--- src/rtl/cam_axi_pkg.sv ---
`default_nettype none
// ============================================================================
// Module   : cam_axi_pkg
// Brief    : Shared types and constants for the camera AXI write target:
//            FSM states, target kinds, B response codes, default addresses.
// Revision : 1.0 - initial release
// ============================================================================
package cam_axi_pkg;

  typedef enum logic [1:0] {
    ST_IDLE = 2'd0,
    ST_DATA = 2'd1,
    ST_RESP = 2'd2
  } state_e;

  typedef enum logic [1:0] {
    KIND_FIFO = 2'd0,
    KIND_REG  = 2'd1,
    KIND_BAD  = 2'd2
  } kind_e;

  localparam logic [1:0]  c_resp_okay   = 2'b00;
  localparam logic [1:0]  c_resp_slverr = 2'b10;
  localparam logic [1:0]  c_resp_decerr = 2'b11;

  localparam logic [31:0] c_txfifo_addr = 32'h1A10_2018;
  localparam logic [31:0] c_spiadr_addr = 32'h0A10_200C;

  // Decode errors dominate slave errors.
  function automatic logic [1:0] resp_code(input kind_e kind, input logic err);
    if (kind == KIND_BAD) return c_resp_decerr;
    if (err)              return c_resp_slverr;
    return c_resp_okay;
  endfunction

endpackage
`default_nettype wire

--- src/rtl/cam_sync_fifo.sv ---
`default_nettype none
// ============================================================================
// Module   : cam_sync_fifo
// Brief    : Single-clock first-word-fall-through FIFO. A push into a full
//            FIFO succeeds only when a pop happens in the same cycle.
// Revision : 1.0 - initial release
// ============================================================================
module cam_sync_fifo #(
  parameter int WIDTH = 64,
  parameter int DEPTH = 8
) (
  input  logic                     clk,
  input  logic                     rst,
  input  logic                     i_push,
  input  logic [WIDTH-1:0]         i_data,
  input  logic                     i_pop,
  output logic [WIDTH-1:0]         o_data,
  output logic                     o_full,
  output logic                     o_empty,
  output logic [$clog2(DEPTH):0]   o_level
);

  localparam int PTR_W = $clog2(DEPTH);

  logic [WIDTH-1:0] r_mem [DEPTH];
  logic [PTR_W-1:0] r_wr_ptr;
  logic [PTR_W-1:0] r_rd_ptr;
  logic [PTR_W:0]   r_level;
  logic             w_do_pop;
  logic             w_do_push;

  assign o_empty   = (r_level == '0);
  assign o_full    = (r_level == (PTR_W+1)'(DEPTH));
  assign w_do_pop  = i_pop && !o_empty;
  assign w_do_push = i_push && (!o_full || w_do_pop);
  assign o_data    = r_mem[r_rd_ptr];
  assign o_level   = r_level;

  // Storage array; contents are don't-care until written.
  always_ff @(posedge clk) begin
    if (w_do_push) r_mem[r_wr_ptr] <= i_data;
  end

  // Pointers wrap naturally because DEPTH is a power of two.
  always_ff @(posedge clk) begin
    if (rst) begin
      r_wr_ptr <= '0;
      r_rd_ptr <= '0;
      r_level  <= '0;
    end else begin
      if (w_do_push) r_wr_ptr <= r_wr_ptr + 1'b1;
      if (w_do_pop)  r_rd_ptr <= r_rd_ptr + 1'b1;
      case ({w_do_push, w_do_pop})
        2'b10:   r_level <= r_level + 1'b1;
        2'b01:   r_level <= r_level - 1'b1;
        default: r_level <= r_level;
      endcase
    end
  end

endmodule
`default_nettype wire

--- src/rtl/cam_axi_wr_target.sv ---
`default_nettype none
// ============================================================================
// Module   : cam_axi_wr_target
// Brief    : AXI4 AW/W/B responder. Writes to SPIADR latch the RAM address;
//            writes to TXFIFO push {ram address, pixel word} into a FIFO
//            drained over a valid/ready stream.
//            Optional macro CAMTGT_STRB_CHECK_EN: partial strobes -> SLVERR.
// Revision : 1.0 - initial release
// ============================================================================
module cam_axi_wr_target
  import cam_axi_pkg::*;
#(
  parameter int          AXI4_ADDRESS_WIDTH = 32,
  parameter int          AXI4_WDATA_WIDTH   = 32,
  parameter int          AXI4_ID_WIDTH      = 16,
  parameter int          AXI4_USER_WIDTH    = 10,
  parameter logic [31:0] TXFIFO             = c_txfifo_addr,
  parameter logic [31:0] SPIADR             = c_spiadr_addr,
  parameter int          FIFO_DEPTH         = 8
) (
  input  logic                          iclk,
  input  logic                          rst,
  input  logic [AXI4_ID_WIDTH-1:0]      aw_id_i,
  input  logic [AXI4_ADDRESS_WIDTH-1:0] aw_addr_i,
  input  logic [7:0]                    aw_len_i,
  input  logic                          aw_valid_i,
  output logic                          aw_ready_o,
  input  logic [AXI4_WDATA_WIDTH-1:0]   w_data_i,
  input  logic [3:0]                    w_strb_i,
  input  logic                          w_last_i,
  input  logic                          w_valid_i,
  output logic                          w_ready_o,
  output logic [AXI4_ID_WIDTH-1:0]      b_id_o,
  output logic [1:0]                    b_resp_o,
  output logic [AXI4_USER_WIDTH-1:0]    b_user_o,
  output logic                          b_valid_o,
  input  logic                          b_ready_i,
  output logic [31:0]                   ram_addr_o,
  output logic [31:0]                   out_addr_o,
  output logic [31:0]                   out_data_o,
  output logic                          out_valid_o,
  input  logic                          out_ready_i,
  output logic [$clog2(FIFO_DEPTH):0]   fifo_level_o
);

  state_e                   r_state;
  state_e                   w_state_nxt;
  kind_e                    r_kind;
  logic                     r_err;
  logic [AXI4_ID_WIDTH-1:0] r_id;
  logic [7:0]               r_len;
  logic [7:0]               r_beat_cnt;
  logic [31:0]              r_ram_addr;

  logic        w_aw_hs;
  logic        w_stall;
  logic        w_w_hs;
  logic        w_last_err;
  logic        w_strb_err;
  logic        w_err_now;
  logic        w_push;
  logic        w_reg_wr;
  logic        w_fifo_full;
  logic        w_fifo_empty;
  logic [63:0] w_fifo_head;

`ifdef CAMTGT_STRB_CHECK_EN
  assign w_strb_err = (w_strb_i != 4'hF);
`else
  // Strobes carry no meaning here; every beat is a full word.
  assign w_strb_err = 1'b0 & (&w_strb_i);
`endif

  // A FIFO-bound clean transfer waits for space; erroneous beats are
  // discarded, so they never need to wait.
  assign w_stall    = (r_kind == KIND_FIFO) && !r_err && w_fifo_full;
  assign aw_ready_o = (r_state == ST_IDLE);
  assign w_ready_o  = (r_state == ST_DATA) && !w_stall;
  assign b_valid_o  = (r_state == ST_RESP);
  assign b_id_o     = r_id;
  assign b_resp_o   = (r_state == ST_RESP) ? resp_code(r_kind, r_err) : c_resp_okay;
  assign b_user_o   = '0;
  assign ram_addr_o = r_ram_addr;

  assign w_aw_hs    = aw_ready_o && aw_valid_i;
  assign w_w_hs     = w_ready_o && w_valid_i;
  // Last flag must land exactly on beat len; early or missing last is an error.
  assign w_last_err = w_last_i ? (r_beat_cnt != r_len) : (r_beat_cnt == r_len);
  assign w_err_now  = r_err || w_last_err || w_strb_err;
  assign w_push     = w_w_hs && (r_kind == KIND_FIFO) && !w_err_now;
  assign w_reg_wr   = w_w_hs && (r_kind == KIND_REG) && !w_err_now && (r_beat_cnt == 8'd0);

  // State register.
  always_ff @(posedge iclk) begin
    if (rst) r_state <= ST_IDLE;
    else     r_state <= w_state_nxt;
  end

  // Next-state logic: one transaction outstanding at a time.
  always_comb begin
    w_state_nxt = r_state;
    case (r_state)
      ST_IDLE: if (aw_valid_i)           w_state_nxt = ST_DATA;
      ST_DATA: if (w_w_hs && w_last_i)   w_state_nxt = ST_RESP;
      ST_RESP: if (b_ready_i)            w_state_nxt = ST_IDLE;
      default:                           w_state_nxt = ST_IDLE;
    endcase
  end

  // Transaction capture, error tracking and the RAM address register.
  always_ff @(posedge iclk) begin
    if (rst) begin
      r_kind     <= KIND_BAD;
      r_err      <= 1'b0;
      r_id       <= '0;
      r_len      <= '0;
      r_beat_cnt <= '0;
      r_ram_addr <= '0;
    end else begin
      if (w_aw_hs) begin
        r_id       <= aw_id_i;
        r_len      <= aw_len_i;
        r_err      <= (aw_len_i != 8'd0);
        r_beat_cnt <= '0;
        if (aw_addr_i == AXI4_ADDRESS_WIDTH'(TXFIFO))      r_kind <= KIND_FIFO;
        else if (aw_addr_i == AXI4_ADDRESS_WIDTH'(SPIADR)) r_kind <= KIND_REG;
        else                                               r_kind <= KIND_BAD;
      end
      if (w_w_hs) begin
        r_beat_cnt <= r_beat_cnt + 8'd1;
        r_err      <= w_err_now;
      end
      if (w_reg_wr) r_ram_addr <= w_data_i;
    end
  end

  cam_sync_fifo #(
    .WIDTH (64),
    .DEPTH (FIFO_DEPTH)
  ) u_fifo (
    .clk     (iclk),
    .rst     (rst),
    .i_push  (w_push),
    .i_data  ({r_ram_addr, w_data_i}),
    .i_pop   (out_ready_i),
    .o_data  (w_fifo_head),
    .o_full  (w_fifo_full),
    .o_empty (w_fifo_empty),
    .o_level (fifo_level_o)
  );

  assign out_addr_o  = w_fifo_head[63:32];
  assign out_data_o  = w_fifo_head[31:0];
  assign out_valid_o = !w_fifo_empty;

endmodule
`default_nettype wire

--- config.mk ---
export PLATFORM = sky130hd
export DESIGN_NAME = cam_axi_wr_target
export DESIGN_NICKNAME = d
export VERILOG_FILES = /design/src/rtl/cam_axi_pkg.sv /design/src/rtl/cam_sync_fifo.sv /design/src/rtl/cam_axi_wr_target.sv
export SDC_FILE = /design/constraint.sdc
export NUM_CORES = 1
export LEC_CHECK = 0
export CORE_ASPECT_RATIO = 1.5
export CORE_UTILIZATION = 40
export DETAILED_ROUTE_END_ITERATION = 7
export DONT_BUFFER_PORTS = 1
export GPL_TIMING_DRIVEN = 0
export HOLD_SLACK_MARGIN = 0.05
export SLEW_MARGIN = 20
export SYNTH_ARGS = -nofsm -noshare
export SYNTH_HDL_FRONTEND = slang
export SYNTH_SLANG_ARGS = --single-unit
export TNS_END_PERCENT = 20
--- constraint.sdc ---
create_clock -name iclk -period 9.63 [get_ports iclk]
set_input_delay 2.889 -clock iclk [delete_from_list [all_inputs] [get_ports iclk]]
set_output_delay 2.889 -clock iclk [all_outputs]
set_load 0.005 [all_outputs]
==> flow_metrics.tcl, run 1 <==
set metrics [dict create \
    status "completed" \
    antenna_found_initial 0 \
    layout.nets 1456 \
    worstPathArrival_ps 3040 \
    skew_ps 21.55 \
    end_kind "primary output" \
    yosys_warnings 0 \
    cp_cell_sequence "clkbuf_1 > clkbuf_1 > mux4_2 > mux2_2" \
    cts_tree "built" \
    worstSetupStartpointType "flip-flop" \
    required_ps 6740 \
    die_h_um 295.5 \
    worst_slew_pin_slew_ps 1129 \
    ys.flop_type "edfxtp_1" \
    dpl.hpwl_um 37590 \
    final_common_cell "edfxtp_1" \
    power_mw 5.158 \
    cts_resized 0 \
    grt_util_all_layers_pct 18.83 \
    drc 0 \
    die_w_um 197.6 \
    synth_mux_area_share_pct 15.85 \
    rrSetupSlack_ps 5770 \
    clock_sinks 594 \
    hp-start "r_len[0]" \
    setup_viol 0 \
    powerDensity_nw_per_um2 194.8 \
    drv_slew 0 \
    comb_power_share_pct 2.0 \
    fin_crit_sh_pct 61.54 \
    cp_top_family "buffers and inverters" \
    switching_share_pct 20.15 \
    grt_pass1_vias 12415 \
    intPower_mw 4.118 \
    clk_latency_ps 590 \
    drt_iter0_markers 792 \
    clkTransAtPathRegs_ps 60 \
    grt_pass1_wl_um 79730 \
    post-route-util_pct 46.63 \
    finalHoldViolCount 0 \
    core_area_um2 56760 \
    critPathMostFrequentCell "clkbuf_1" \
    crit_fanout 10 \
    final_cells 2159 \
    yosys.area_share.simple_pct 4.053 \
    cts_hold_buf 0 \
    synthAdderAreaFrac_pct 0.3814 \
    ys_ff_latch 594 \
    pwr-share-seq_pct 54.0 \
    p_leak_nw 8.512 \
    hold_class "flip-flop to flip-flop" \
    cts_buffers 54 \
    via_count 11805 \
    synthDistinctLibCells 49 \
    area.growth.synth_to_final_pct 15.27 \
    synth_edf_count 512 \
    syn_area_um2 22970 \
    cp_slowest_cell "clkbuf_1" \
    slowest_delay_ps 700 \
    fp-row-count 107 \
    synth_compound_area_share_pct 3.285 \
    antenna_left 0 \
    grt_overflow 0 \
    rsz0062_at_grt "no" \
    diodes 0 \
    crit_buf_inv 2 \
    synth-xor-area-share_pct 0.5666 \
    gp_congestion 0.8133 \
    cts_setup_buffers 0 \
    start_util_pct 40.46 \
    cts-root-buf "clkbuf_16" \
    wl_per_cell_um 25.18 \
    seq_area_frac_synth_pct 74.09 \
    die_area_um2 58400 \
    synth_cells 1205 \
    p_switching_mw 1.039 \
    synth_top_family_by_area "multiplexers" \
    finalWirelength_um 54360 \
    ios 231 \
    vias_per_cell 5.468 \
    synth_area_per_cell_um2 19.06 \
    grt_max_degree 35 \
    clkPwrFrac_pct 43.9 \
    path_class "flip-flop to primary output" \
    ir_worst_vdd_uv 147.3 \
    final_cell_mix "edfxtp_1, mux4_2, dfxtp_1" \
    dp.cells 2057 \
    slew_headroom_pct 24.72 \
    period_minus_slack_ps 5927 \
    htree_levels 2 \
    drt-pass1-iter-count 5 \
    fmax_ghz 0.1687 \
    portBuffers 0 \
    cap_violations 0 \
    synthArstFlopShare_pct 0 \
    drive_gt1_share_pct 29.44 \
    cts.path.max_buffers 3 \
    r2r_start "r_beat_cnt[4]" \
]
[kinds of logic after synthesis]
logic type,Yosys count
AND/OR/NAND/NOR,176
flip-flops,594
other,1
adder cells (fa/ha/maj),7
AO/OA/AOI/OAI,127
buffers and inverters,91
multiplexers,195
XOR/XNOR,14
[final timing paths]
| path | to | depth (start not counted) |
|---|---|---|
| max reg2reg | u_fifo.r_mem[6][40] | 11 |
| max | out_addr_o[19] | 4 |
| min | r_len[0] | 2 |
| min reg2reg | r_len[0] | 2 |
[worst min-delay path, stage by stage, from the launching register on]
cell	delay [ps]
dfxtp_1	320
nand2_1	50
a21oi_1	50
[synthesized netlist by cell type (4+ instances only)]
library cell,count,area [um2]
edfxtp_1,512,15370
nor2_1,26,97.59
and3_1,4,25.02
nor3_1,5,25.02
buf_1,6,22.52
mux4_2,128,2883
inv_1,8,30.03
mux2_2,65,732.0
nand3_1,5,25.02
o31ai_1,33,247.7
buf_2,19,95.09
nor4b_1,6,52.55
nand4_1,38,237.7
nand2_1,58,217.7
a21oi_1,72,360.4
xor2_1,6,52.55
buf_4,10,75.07
o21ai_0,7,35.03
a31oi_1,4,25.02
nor4_1,9,56.30
nand3b_1,6,45.04
xnor2_1,7,61.31
dfxtp_1,82,1642
ha_1,7,87.58
clkbuf_1,48,180.2
[stage by stage]
stage | setup TNS (ps) | hold WS, ps | cell area (um2) | worst slack (ps)
finish | 0 | 468.8 | 26470 | 3703
global route | 0 | 491.1 | 26470 | 3527
CTS | 0 | 468.1 | 26470 | 3583
detailed placement | 0 | 459.3 | 24560 | 3701
global placement | -2428400 | 456.8 | 23950 | -7719
floorplan | -175950 | 439.5 | 23000 | -687.3
[state kept, by name, indices dropped and copies added, names as in the netlist, named ones only]
signal and cells:
u_fifo.r_mem 512, ram_addr_o 32, b_id_o 16, r_beat_cnt 8, r_len 8, u_fifo.o_level 4, u_fifo.r_rd_ptr 3, u_fifo.r_wr_ptr 3
r_kind 2, r_state 2, r_err 1
[area by class of cell]
| type | instances | area, um2 |
|---|---|---|
| plain buffers | 83 | 372.9 |
| clock buffers | 63 | 1489 |
| clock inverters | 39 | 421.7 |
| fillers | 4862 | 30290 |
| inverters | 8 | 30.03 |
| multi-input cells | 529 | 5620 |
| flip-flops and latches | 594 | 17020 |
| well taps | 763 | 954.7 |
| repair buffers | 80 | 566.8 |
[per-layer routing]
layer	part of all wire (%)	vias to the layer above	track usage, %	routed length [um]
li1	-	5176	-	-
met2	52	392	33.94	28430
met3	7.7	84	4.940	4179
met1	37	6153	21.70	20290
met4	2.7	0	5.842	1454
met5	0	-	0	0
[power by group through the flow]
stage | Sequential, mW | Combinational [mW] | Clock (mW)
after global routing | 2.79 | 0.114 | 2.40
final | 2.79 | 0.105 | 2.27
after detailed placement | 2.84 | 0.105 | 0
after floorplan | 2.84 | 0.0740 | 0
after CTS | 2.79 | 0.106 | 2.31
after global placement | 2.84 | 0.103 | 0
(Power assumes the default switching activity.)
==> inputs of run 2 (changes only) <==
==> constraint.sdc (replaced) <==
create_clock -name iclk -period 5.75 [get_ports iclk]
set_input_delay 1.725 -clock iclk [delete_from_list [all_inputs] [get_ports iclk]]
set_output_delay 1.725 -clock iclk [all_outputs]
set_load 0.005 [all_outputs]
==> run 2 against run 1 <==
Net effect:
- sequential power grew 67%
- critical endpoint is now out_data_o[1]
- register-to-register slack lost 3700 ps
- clock skew grew 4.0 ps
- routed wire length grew 0.16%
- first-iteration DRC count grew 2.4%
==> flow_metrics.tcl, run 2 (synthesis gave the netlist of run 1 again) <==
set metrics [dict create \
    dp.cells 2034 \
    grt_max_degree 37 \
    drc 0 \
    rrSetupSlack_ps 2110 \
    final_cell_mix "edfxtp_1, mux4_2, dfxtp_1" \
    largest_reg_flops 512 \
    fin_area_um2 26350 \
    area.growth.synth_to_final_pct 14.75 \
    setup_viol 0 \
    grt_pass1_vias 12369 \
    cts_hold_buf 0 \
    die_w_um 197.6 \
    final_cells 2135 \
    drv_slew 0 \
    via_count 11716 \
    start_util_pct 40.46 \
    place_area_um2 24600 \
    cts-root-buf "clkbuf_16" \
    crit_fanout 10 \
    grt_util_all_layers_pct 18.80 \
    p_switching_mw 1.655 \
    drt_iter0_markers 811 \
    core_area_um2 56760 \
    vias_per_cell 5.488 \
    status "completed" \
    cts_buffers 54 \
    layout.nets 1433 \
    hold_class "flip-flop to flip-flop" \
    fin_crit_sh_pct 82.53 \
    diodes 0 \
    slowest_delay_ps 700 \
    power_mw 8.415 \
    period_minus_slack_ps 4745 \
    cap_violations 0 \
    cts_tree "built" \
    cts_setup_buffers 0 \
    grt_overflow 0 \
    final_common_cell "edfxtp_1" \
    skew_ps 25.54 \
    critPathMostFrequentCell "clkbuf_1" \
    required_ps 4030 \
    pwr-share-seq_pct 55.5 \
    wl_per_cell_um 25.50 \
    antenna_left 0 \
    slew_headroom_pct 27.31 \
    cts_resized 0 \
    fmax_ghz 0.2107 \
    drive_gt1_share_pct 26.46 \
    gp_congestion 0.8271 \
    intPower_mw 6.760 \
    finalHoldViolCount 0 \
    fp-row-count 107 \
    grt_pass1_wl_um 79760 \
    powerDensity_nw_per_um2 319.3 \
    ir_worst_vdd_uv 246.4 \
    portBuffers 0 \
    clock_sinks 594 \
    ios 231 \
    htree_levels 2 \
    dpl.hpwl_um 37720 \
    path_class "flip-flop to primary output" \
    antenna_found_initial 0 \
    cp_cell_sequence "clkbuf_1 > clkbuf_1 > mux4_2 > mux2_2" \
    clkTransAtPathRegs_ps 60 \
    worstSetupStartpointType "flip-flop" \
    rsz0062_at_grt "no" \
    p_leak_nw 8.309 \
    clk_latency_ps 600 \
    end_kind "primary output" \
    die_h_um 295.5 \
    top_register "u_fifo.r_mem" \
    cts.path.max_buffers 3 \
    switching_share_pct 19.67 \
    drt-pass1-iter-count 5 \
    cp_slowest_cell "clkbuf_1" \
    worst_slew_pin_slew_ps 1090 \
    clkPwrFrac_pct 42.4 \
    die_area_um2 58400 \
    finalWirelength_um 54450 \
    comb_power_share_pct 2.1 \
    worstPathArrival_ps 3020 \
]
[run 2: critical path: cells and delay by family, from the launching register on]
family	cells	cell delay, ps
flops	1	380
buf+inv	2	1330
mux	2	720
[run 2: area by class of cell]
class | count | area, um2
fill | 4858 | 30410
clock buffer | 89 | 1617
clock inverter | 12 | 136.4
buffer | 83 | 372.9
tap | 763 | 954.7
sequential | 594 | 17020
timing repair buffer | 57 | 570.5
multi-input combinational | 529 | 5655
inverter | 8 | 30.03
[run 2: metrics by stage]
step	TNS, ps	setup slack, ps	hold slack (ps)	util, %
floorplan	-402340	-1723	439.5	-
global placement	-2079520	-6958	456.9	42.24
detailed placement	0	1186	465.1	43.34
CTS	0	939.7	473.6	46.42
global route	0	924.7	498.1	46.42
finish	0	1005	468.8	46.42
[run 2: final timing paths]
path / startpoint / to / depth (start not counted)
setup reg to reg: r_beat_cnt[4] / u_fifo.r_mem[2][41] / 10
setup / recovery: flip-flop / out_data_o[1] / 4
hold reg to reg: r_len[1] / r_len[1] / 2
hold / removal: r_len[1] / r_len[1] / 2
[run 2: layer usage]
metal / up-vias / global-route usage (%) / share of wire, %
met5: - / 0 / 0
met4: 0 / 5.181 / 2.2
met3: 76 / 5.327 / 7.4
met2: 375 / 34.06 / 53
met1: 6130 / 21.50 / 38
li1: 5135 / - / -
[run 2: power by group through the flow]
| stage | clock [mW] | sequential (mW) | combinational, mW |
|---|---|---|---|
| after detailed placement | 0 | 4.76 | 0.177 |
| after CTS | 3.65 | 4.67 | 0.177 |
| after global placement | 0 | 4.76 | 0.172 |
| after floorplan | 0 | 4.76 | 0.124 |
| final | 3.57 | 4.67 | 0.177 |
| after global routing | 3.80 | 4.67 | 0.193 |
==> inputs of run 3 (changes only) <==
==> constraint.sdc (replaced) <==
create_clock -name iclk -period 4.5 [get_ports iclk]
set_input_delay 1.35 -clock iclk [delete_from_list [all_inputs] [get_ports iclk]]
set_output_delay 1.35 -clock iclk [all_outputs]
set_load 0.005 [all_outputs]
==> run 3 against run 2 <==
Net effect:
- core utilization grew 0.25 points
- critical endpoint is now out_addr_o[0]
- clock skew shrank 8.4 ps
- largest cell class unchanged
- sequential power grew 28%
- register-to-register slack lost 1400 ps
- total power grew 31%
- largest power group unchanged
- routed wire length shrank 0.56%
==> flow_metrics.tcl, run 3 (synthesis gave the netlist of run 1 again) <==
set metrics [dict create \
    drc 0 \
    setup_ws_ps 176.1 \
    grt_pass1_wl_um 79660 \
    cts_setup_buffers 0 \
    grt_pass1_vias 12337 \
    start_util_pct 40.46 \
    hold_class "flip-flop to flip-flop" \
    cts_buffers 54 \
    rrSetupSlack_ps 740 \
    grt_util_all_layers_pct 18.90 \
    clkTransAtPathRegs_ps 60 \
    skew_ps 17.12 \
    cts.path.max_buffers 3 \
    largest_reg_flops 512 \
    via_count 11616 \
    drt_iter0_markers 712 \
    worstSetupStartpointType "flip-flop" \
    n_fill_cell 4798 \
    clk_latency_ps 600 \
    die_w_um 197.6 \
    powerDensity_nw_per_um2 414.6 \
    slew_headroom_pct 27.23 \
    p_leak_nw 8.386 \
    finalWirelength_um 54140 \
    hp-start "r_len[0]" \
    worstPathArrival_ps 2970 \
    fin_crit_sh_pct 96.09 \
    antenna_found_initial 0 \
    drt-pass1-iter-count 5 \
    fin_area_um2 26490 \
    power_mw 10.98 \
    final_cell_mix "edfxtp_1, mux4_2, dfxtp_1" \
    diodes 0 \
    cts_tree "built" \
    cts_resized 0 \
    finalHoldViolCount 0 \
    post-route-util_pct 46.67 \
    drive_gt1_share_pct 27.11 \
    core_area_um2 56760 \
    wl_per_cell_um 25.49 \
    cts_hold_buf 0 \
    gp_congestion 0.8350 \
    worst_slew_pin_slew_ps 1091 \
    r2r_start "r_beat_cnt[5]" \
    period_minus_slack_ps 4324 \
    ir_worst_vdd_uv 265.9 \
    dpl.hpwl_um 36950 \
    crit_fanout 10 \
    antenna_left 0 \
    portBuffers 0 \
    place_area_um2 24610 \
    cts-root-buf "clkbuf_16" \
    top_register "u_fifo.r_mem" \
    grt_overflow 0 \
    clock_sinks 594 \
    layout.nets 1422 \
    cap_violations 0 \
    area.growth.synth_to_final_pct 15.36 \
    rsz0062_at_grt "no" \
    status "completed" \
    grt_max_degree 34 \
    htree_levels 2 \
    setup_viol 0 \
    die_h_um 295.5 \
    die_area_um2 58400 \
    post-place-ws_ps 448.0 \
    path_class "flip-flop to primary output" \
    end_kind "primary output" \
    ios 231 \
    required_ps 3150 \
    fp-row-count 107 \
    drv_slew 0 \
    final_common_cell "edfxtp_1" \
    vias_per_cell 5.469 \
    fmax_ghz 0.2313 \
    tns_ps 0 \
]
-- run 3: layer usage --
layer / vias to the layer above / GRT usage (%) / wire length, um
met4: 0 / 5.710 / 1351
met5: - / 0 / 0
met1: 6064 / 21.26 / 19950
met2: 357 / 34.34 / 28810
met3: 76 / 5.476 / 4031
li1: 5119 / - / -
-- run 3: path summary, 6_finish.rpt --
kind | cells after the start | endpoint
max | 4 | out_addr_o[0]
min | 2 | r_len[0]
max reg2reg | 10 | u_fifo.r_mem[4][60]
min reg2reg | 2 | r_len[0]
-- run 3: final cells by class --
| cell class | instances | area [um2] | area share, % |
|---|---|---|---|
| buffer | 83 | 372.9 | 1.407 |
| clock buffer | 80 | 1667 | 6.290 |
| clock inverter | 21 | 215.2 | 0.8123 |
| inverter | 8 | 33.78 | 0.1275 |
| multi-input combinational | 529 | 5673 | 21.41 |
| sequential | 594 | 17020 | 64.23 |
| tap | 763 | 954.7 | 3.603 |
| timing repair buffer | 46 | 561.8 | 2.120 |
-- run 3: per-stage QoR --
step	cells	hold WS, ps
6_report	2124	470.7
3_3_place_gp	1977	457.0
5_1_grt	2124	495.8
3_5_place_dp	2023	463.0
4_1_cts	2124	471.6
2_1_floorplan	1214	439.5
-- run 3: critical path, cell delays in order, from the launching register on --
cell      delay, ps
dfxtp_1         350
clkbuf_1        570
clkbuf_1        680
mux4_2          420
mux2_2          330
-- run 3: where the power goes --
group	internal (mW)	switching (mW)	total, mW
Clock	2.80	1.99	4.79
Sequential	5.95	0.0153	5.96
Combinational	0.0723	0.157	0.229
Total	8.82	2.17	11.0
